$ cat src/rtl/uart_tx_arbiter.sv
// Round-robin, message-granular sharing of one UART TX byte port among N_SRC sources.
// A stall watchdog reclaims the grant from an owner that goes quiet mid-message.
module uart_tx_arbiter #(
    parameter int  N_SRC   = 4,
    parameter int  TIMEOUT = 255,
    localparam int SRC_W   = $clog2(N_SRC)
) (
    input  logic                 clk,
    input  logic                 rst_n,
    input  logic [N_SRC-1:0]     i_req,
    input  logic [8*N_SRC-1:0]   i_data,
    input  logic [N_SRC-1:0]     i_last,
    output logic [N_SRC-1:0]     o_cts,
    output logic [7:0]           o_data,
    output logic                 o_req,
    input  logic                 i_cts,
    input  logic                 i_idle,
    output logic [N_SRC-1:0]     o_grant,
    output logic                 o_busy,
    output logic                 o_timeout,
    output logic [15:0]          o_msg_count
);
    typedef enum logic [1:0] {IDLE, SEND, HOLD} state_t;

    localparam logic [15:0] STALL_MAX = 16'(TIMEOUT - 1);

    state_t               r_state;
    logic [SRC_W-1:0]     r_gidx;
    logic [SRC_W-1:0]     r_last_winner;
    logic [15:0]          r_stall;
    logic [15:0]          r_msg_count;
    logic                 r_timeout;

    logic [N_SRC-1:0][7:0] w_data;
    logic [SRC_W-1:0]      w_k;
    logic [SRC_W-1:0]      w_win;
    logic                  w_found;
    logic                  w_owner_req;
    logic                  w_owner_last;
    logic                  w_xfer;

    assign w_data       = i_data;
    assign w_owner_req  = i_req[r_gidx];
    assign w_owner_last = i_last[r_gidx];
    assign w_xfer       = (r_state == SEND) && w_owner_req && i_cts;

    // Search starts one past the previous owner, so the last winner has lowest priority.
    always_comb begin
        w_found = 1'b0;
        w_win   = '0;
        w_k     = '0;
        for (int i = 1; i <= N_SRC; i++) begin
            w_k = SRC_W'((int'(r_last_winner) + i) % N_SRC);
            if (!w_found && i_req[w_k]) begin
                w_found = 1'b1;
                w_win   = w_k;
            end
        end
    end

    // Zero-latency pass-through of the owner's byte stream.
    always_comb begin
        o_grant = '0;
        o_cts   = '0;
        o_req   = 1'b0;
        o_data  = '0;
        if (r_state == SEND) begin
            o_grant[r_gidx] = 1'b1;
            o_req           = w_owner_req;
            o_data          = w_data[r_gidx];
            o_cts[r_gidx]   = w_owner_req && i_cts;
        end
    end

    assign o_busy      = (r_state != IDLE);
    assign o_timeout   = r_timeout;
    assign o_msg_count = r_msg_count;

    always_ff @(posedge clk or negedge rst_n) begin
        if (!rst_n) begin
            r_state       <= IDLE;
            r_gidx        <= '0;
            r_last_winner <= SRC_W'(N_SRC - 1);
            r_stall       <= '0;
            r_msg_count   <= '0;
            r_timeout     <= 1'b0;
        end else begin
            r_timeout <= 1'b0;
            case (r_state)
                IDLE: begin
                    if (i_idle && w_found) begin
                        r_gidx  <= w_win;
                        r_stall <= '0;
                        r_state <= SEND;
                    end
                end
                SEND: begin
                    if (w_xfer) begin
                        r_stall <= '0;
                        if (w_owner_last) begin
                            r_msg_count   <= r_msg_count + 16'd1;
                            r_last_winner <= r_gidx;
                            r_state       <= HOLD;
                        end
                    end else if (!w_owner_req) begin
                        // Backpressure (req high, cts low) leaves the stall count alone.
                        if (r_stall >= STALL_MAX) begin
                            r_timeout     <= 1'b1;
                            r_last_winner <= r_gidx;
                            r_state       <= HOLD;
                        end else begin
                            r_stall <= r_stall + 16'd1;
                        end
                    end
                end
                HOLD:    r_state <= IDLE;
                default: r_state <= IDLE;
            endcase
        end
    end
endmodule
$ cat config.mk
export PLATFORM = sky130hd
export DESIGN_NAME = uart_tx_arbiter
export DESIGN_NICKNAME = d
export VERILOG_FILES = /design/src/rtl/uart_tx_arbiter.sv
export SDC_FILE = /design/constraint.sdc
export NUM_CORES = 1
export LEC_CHECK = 0
export ABC_AREA = 1
export BUFFER_PORTS_ARGS = -buffer_cell sky130_fd_sc_hd__buf_2
export CORE_ASPECT_RATIO = 0.7
export CORE_MARGIN = 4
export CORE_UTILIZATION = 54
export CTS_BUF_LIST = sky130_fd_sc_hd__clkbuf_4
export DETAILED_ROUTE_END_ITERATION = 10
export GPL_ROUTABILITY_DRIVEN = 0
export HOLD_SLACK_MARGIN = 0.12
export PLACE_DENSITY_LB_ADDON = 0.15
export SLEW_MARGIN = 20
export SYNTH_ARGS = -nofsm -noshare
export SYNTH_HDL_FRONTEND = slang
export SYNTH_SLANG_ARGS = --single-unit
$ cat constraint.sdc
create_clock -name clk -period 1.91 [get_ports clk]
set_input_delay 0.191 -clock clk [delete_from_list [all_inputs] [get_ports clk]]
set_output_delay 0.191 -clock clk [all_outputs]
set_load 0.02 [all_outputs]
==> impl_metrics.py <==
metrics = {
    "timing": {
        "hold_violations": 0,
        "period_minus_slack_ns": 1.794,
        "clock_skew_ns": 0.004103,
        "slew_headroom_pct": 66.86,
        "setup_viol": 0,
        "rsz0062_at_grt": "true",
        "holdWs_ns": 0.1871,
        "slew_violations": 0,
        "fin_crit_sh_pct": 93.95,
        "worst_slew_pin_slew_ns": 0.4925,
        "max_freq_ghz": 0.5573,
    },
    "clocking": {
        "clock-root-buffer": "clkbuf_4",
        "clock_sinks": 39,
        "clk_pin_slew_ns": 0.11,
        "cts_buffer_depth": 2,
        "htreeDepth": 2,
        "clk-insertion-delay-late_ns": 0.34,
        "cts_inserted_buffers": 5,
        "cts_tree": "yes",
    },
    "placement": {
        "dpl.hpwl_um": 5309,
        "placed_area_um2": 3085,
        "port_buffers": 78,
    },
    "pwr": {
        "power_frac_clock_pct": 11.7,
        "power_frac_seq_pct": 25.8,
        "swShare_pct": 50.77,
        "internal_power_w": 0.002270,
        "p_sw_w": 0.002341,
        "leakage_nw": 1.784,
        "combPwrFrac_pct": 62.5,
        "powerDensity_nw_per_um2": 1397,
        "peakVddDrop_v": 0.001058,
    },
    "detailed_routing": {
        "drtAntennaViolNets": 0,
        "drc": 0,
        "vias": 2747,
        "wire_per_inst_um": 13.49,
        "drtIter0Drc": 235,
        "totalWireLength_um": 7027,
        "firstDrtPassIters": 5,
        "routed_via_density": 5.273,
    },
    "grt": {
        "grt_max_degree": 40,
        "grt_use_total_pct": 24.22,
        "overflow": 0,
        "grt_pass1_wl_um": 11890,
        "grt_pass1_vias": 2556,
        "antenna_found_initial": 0,
    },
    "setup_path": {
        "worst_setup_path_end_kind": "output pin",
        "path_cells": "inv_2, nand2_1, inv_2, a22oi_1, a21oi_1, buf_2",
        "critPathSlowestCell": "dfrtp_2",
        "start_kind": "flip-flop",
        "cp_max_fo": 8,
        "cp_data_arrival_time_ns": 1.60,
        "crit_type": "reg2out",
        "cpMostUsedCell": "inv_2",
        "cpPeakStageDelay_ns": 0.48,
        "crit_required_ns": 1.72,
    },
    "logic_synthesis": {
        "synth_common_cells": "114 x nand2_1, 51 x nor2_1, 38 x inv_1, 37 x dfrtp_1, 17 x nand3_1",
        "post-synth-top-area-cell": "dfrtp_1",
        "synthFlopType": "dfrtp_1",
        "ys_warn_count": 0,
        "synth.most_common_cell": "nand2_1",
        "synth_top_area_share_pct": 35.34,
        "synth_nets": 419,
        "synth.distinct_cells": 30,
        "synth_area_um2": 2620,
        "synth-edff-count": 0,
        "synthTopCellsByArea": "dfrtp_1 35%, nand2_1 16%, nor2_1 7.3%, inv_1 5.4%, a22oi_1 4.6%",
        "yosys_register_bits": 39,
        "ys_async_sr_fraction_pct": 100.0,
        "avgSynthCellArea_um2": 7.043,
        "syn-instance-count": 372,
        "seq_area_frac_synth_pct": 37.34,
    },
    "die": {
        "dieHeight_um": 66.28,
        "dieArea_um2": 6048,
        "ioPinCount": 79,
        "initial_utilization_pct": 58.17,
        "fp-row-count": 20,
        "die_w_um": 91.26,
        "core_area_um2": 4504,
    },
    "final_layout": {
        "stdcell_area_um2": 3301,
        "area_growth_pct": 25.98,
        "fillerInstances": 387,
        "antenna_cells": 0,
        "drive_above_1_share_pct": 28.33,
        "nets": 512,
    },
    "run_status": {
        "status": "complete, no violations",
    },
    "flow_run": {
        "cap_viol_max_count": 0,
    },
    "min_path": {
        "hp-class": "in2reg",
    },
}
-- routing by layer --
layer | wire (µm) | track usage (%)
met5 | 0 | 0
met1 | 3170 | 33.29
met4 | 40 | 3.947
met3 | 426 | 4.664
met2 | 3389 | 40.60
-- critical path: cells and delay by family (launching register included) --
family	cells	cell delay, ns
buffers and inverters	3	0.45
AOI/OAI and AO/OA	2	0.22
DFF	1	0.48
and+or+nand+nor	1	0.12
-- registers in the layout, summed over array words and instances (netlist names) --
name           cells
o_msg_count       16
r_stall           16
r_gidx             2
r_last_winner      2
r_state            2
o_timeout          1
-- area by class of cell --
class                           instances  area, µm²  share of cell area [%]
Timing Repair Buffer                   91      506.7                   15.35
Inverter                               45      178.9                   5.421
Clock buffer                            5      37.54                   1.137
Clock inverter                          3      38.79                   1.175
Multi-Input combinational cell        283       1490                   45.15
Tap cell                               55      68.82                   2.085
Sequential cell                        39      979.7                   29.68
-- power groups by stage --
| stage | logic (W) | registers [W] | clock network [W] |
|---|---|---|---|
| finish | 0.00288 | 0.00119 | 0.000539 |
| global route | 0.00319 | 0.00122 | 0.000593 |
| CTS | 0.00257 | 0.00119 | 0.000555 |
| detailed placement | 0.00256 | 0.00121 | 0 |
| global placement | 0.00250 | 0.00120 | 0 |
| floorplan | 0.00184 | 0.00123 | 0 |
-- metrics by stage --
stage,setup TNS (ns),setup slack (ns),instances,utilization (%),power [W]
floorplan,0,0.2166,372,-,0.003079
CTS,0,0.002985,516,70.44,0.004314
global route,-0.1183,-0.02142,521,73.28,0.005002
global placement,0,0.1669,507,68.50,0.003699
finish,0,0.1156,521,73.28,0.004612
detailed placement,0,0.07151,507,68.50,0.003762
-- timing repair --
item,CTS,global route
gates cloned,0,1
endpoints found under the setup margin,4,32
buffers inserted,0,4
pin swaps,0,2
gates resized for setup,1,24
hold endpoints to repair,37,0
hold buffers,1,0
-- logic make-up after synthesis --
kind of cell	after synthesis	share of synthesized area (%)
buffers and inverters	51	8.787
AO/OA/AOI/OAI	45	10.41
flip-flops	39	37.34
adder cells (fa/ha/maj)	3	1.433
XOR/XNOR	16	5.349
AND/OR/NAND/NOR	218	36.68
-- path summary, 6_finish.rpt --
kind / startpoint / to / slack, ns / cells past startpoint
worst max-delay path: r_gidx[0]$_DFFE_PN0P_ / o_data[3] / 0.12 / 6
worst min-delay path: i_idle / r_state[0]$_DFFE_PN0P_ / 0.19 / 3
worst max register to register: r_last_winner[0]$_DFFE_PN1P_ / r_stall[6]$_DFFE_PN0P_ / 0.12 / 10
worst min register to register: r_stall[10]$_DFFE_PN0P_ / r_stall[10]$_DFFE_PN0P_ / 0.48 / 2
max in group asynchronous: rst_n / r_gidx[0]$_DFFE_PN0P_ / 1.10 / 3
min in group asynchronous: rst_n / r_stall[1]$_DFFE_PN0P_ / 0.43 / 3
-- cell usage in the layout, fill, tap and decap left out, drive strengths merged, types with 8 or more instances in the layout --
cell / Yosys / final
xnor2: 9 / 9
dfrtp: 37 / 37
buf: 5 / 90
nor2: 53 / 53
nand2: 123 / 123
nand4: 12 / 12
nor3: 8 / 8
a22oi: 16 / 16
a21oi: 12 / 12
o21ai: 14 / 14
inv: 45 / 45
nand3: 20 / 21
No activity file was read; power rests on OpenSTA's default activity.
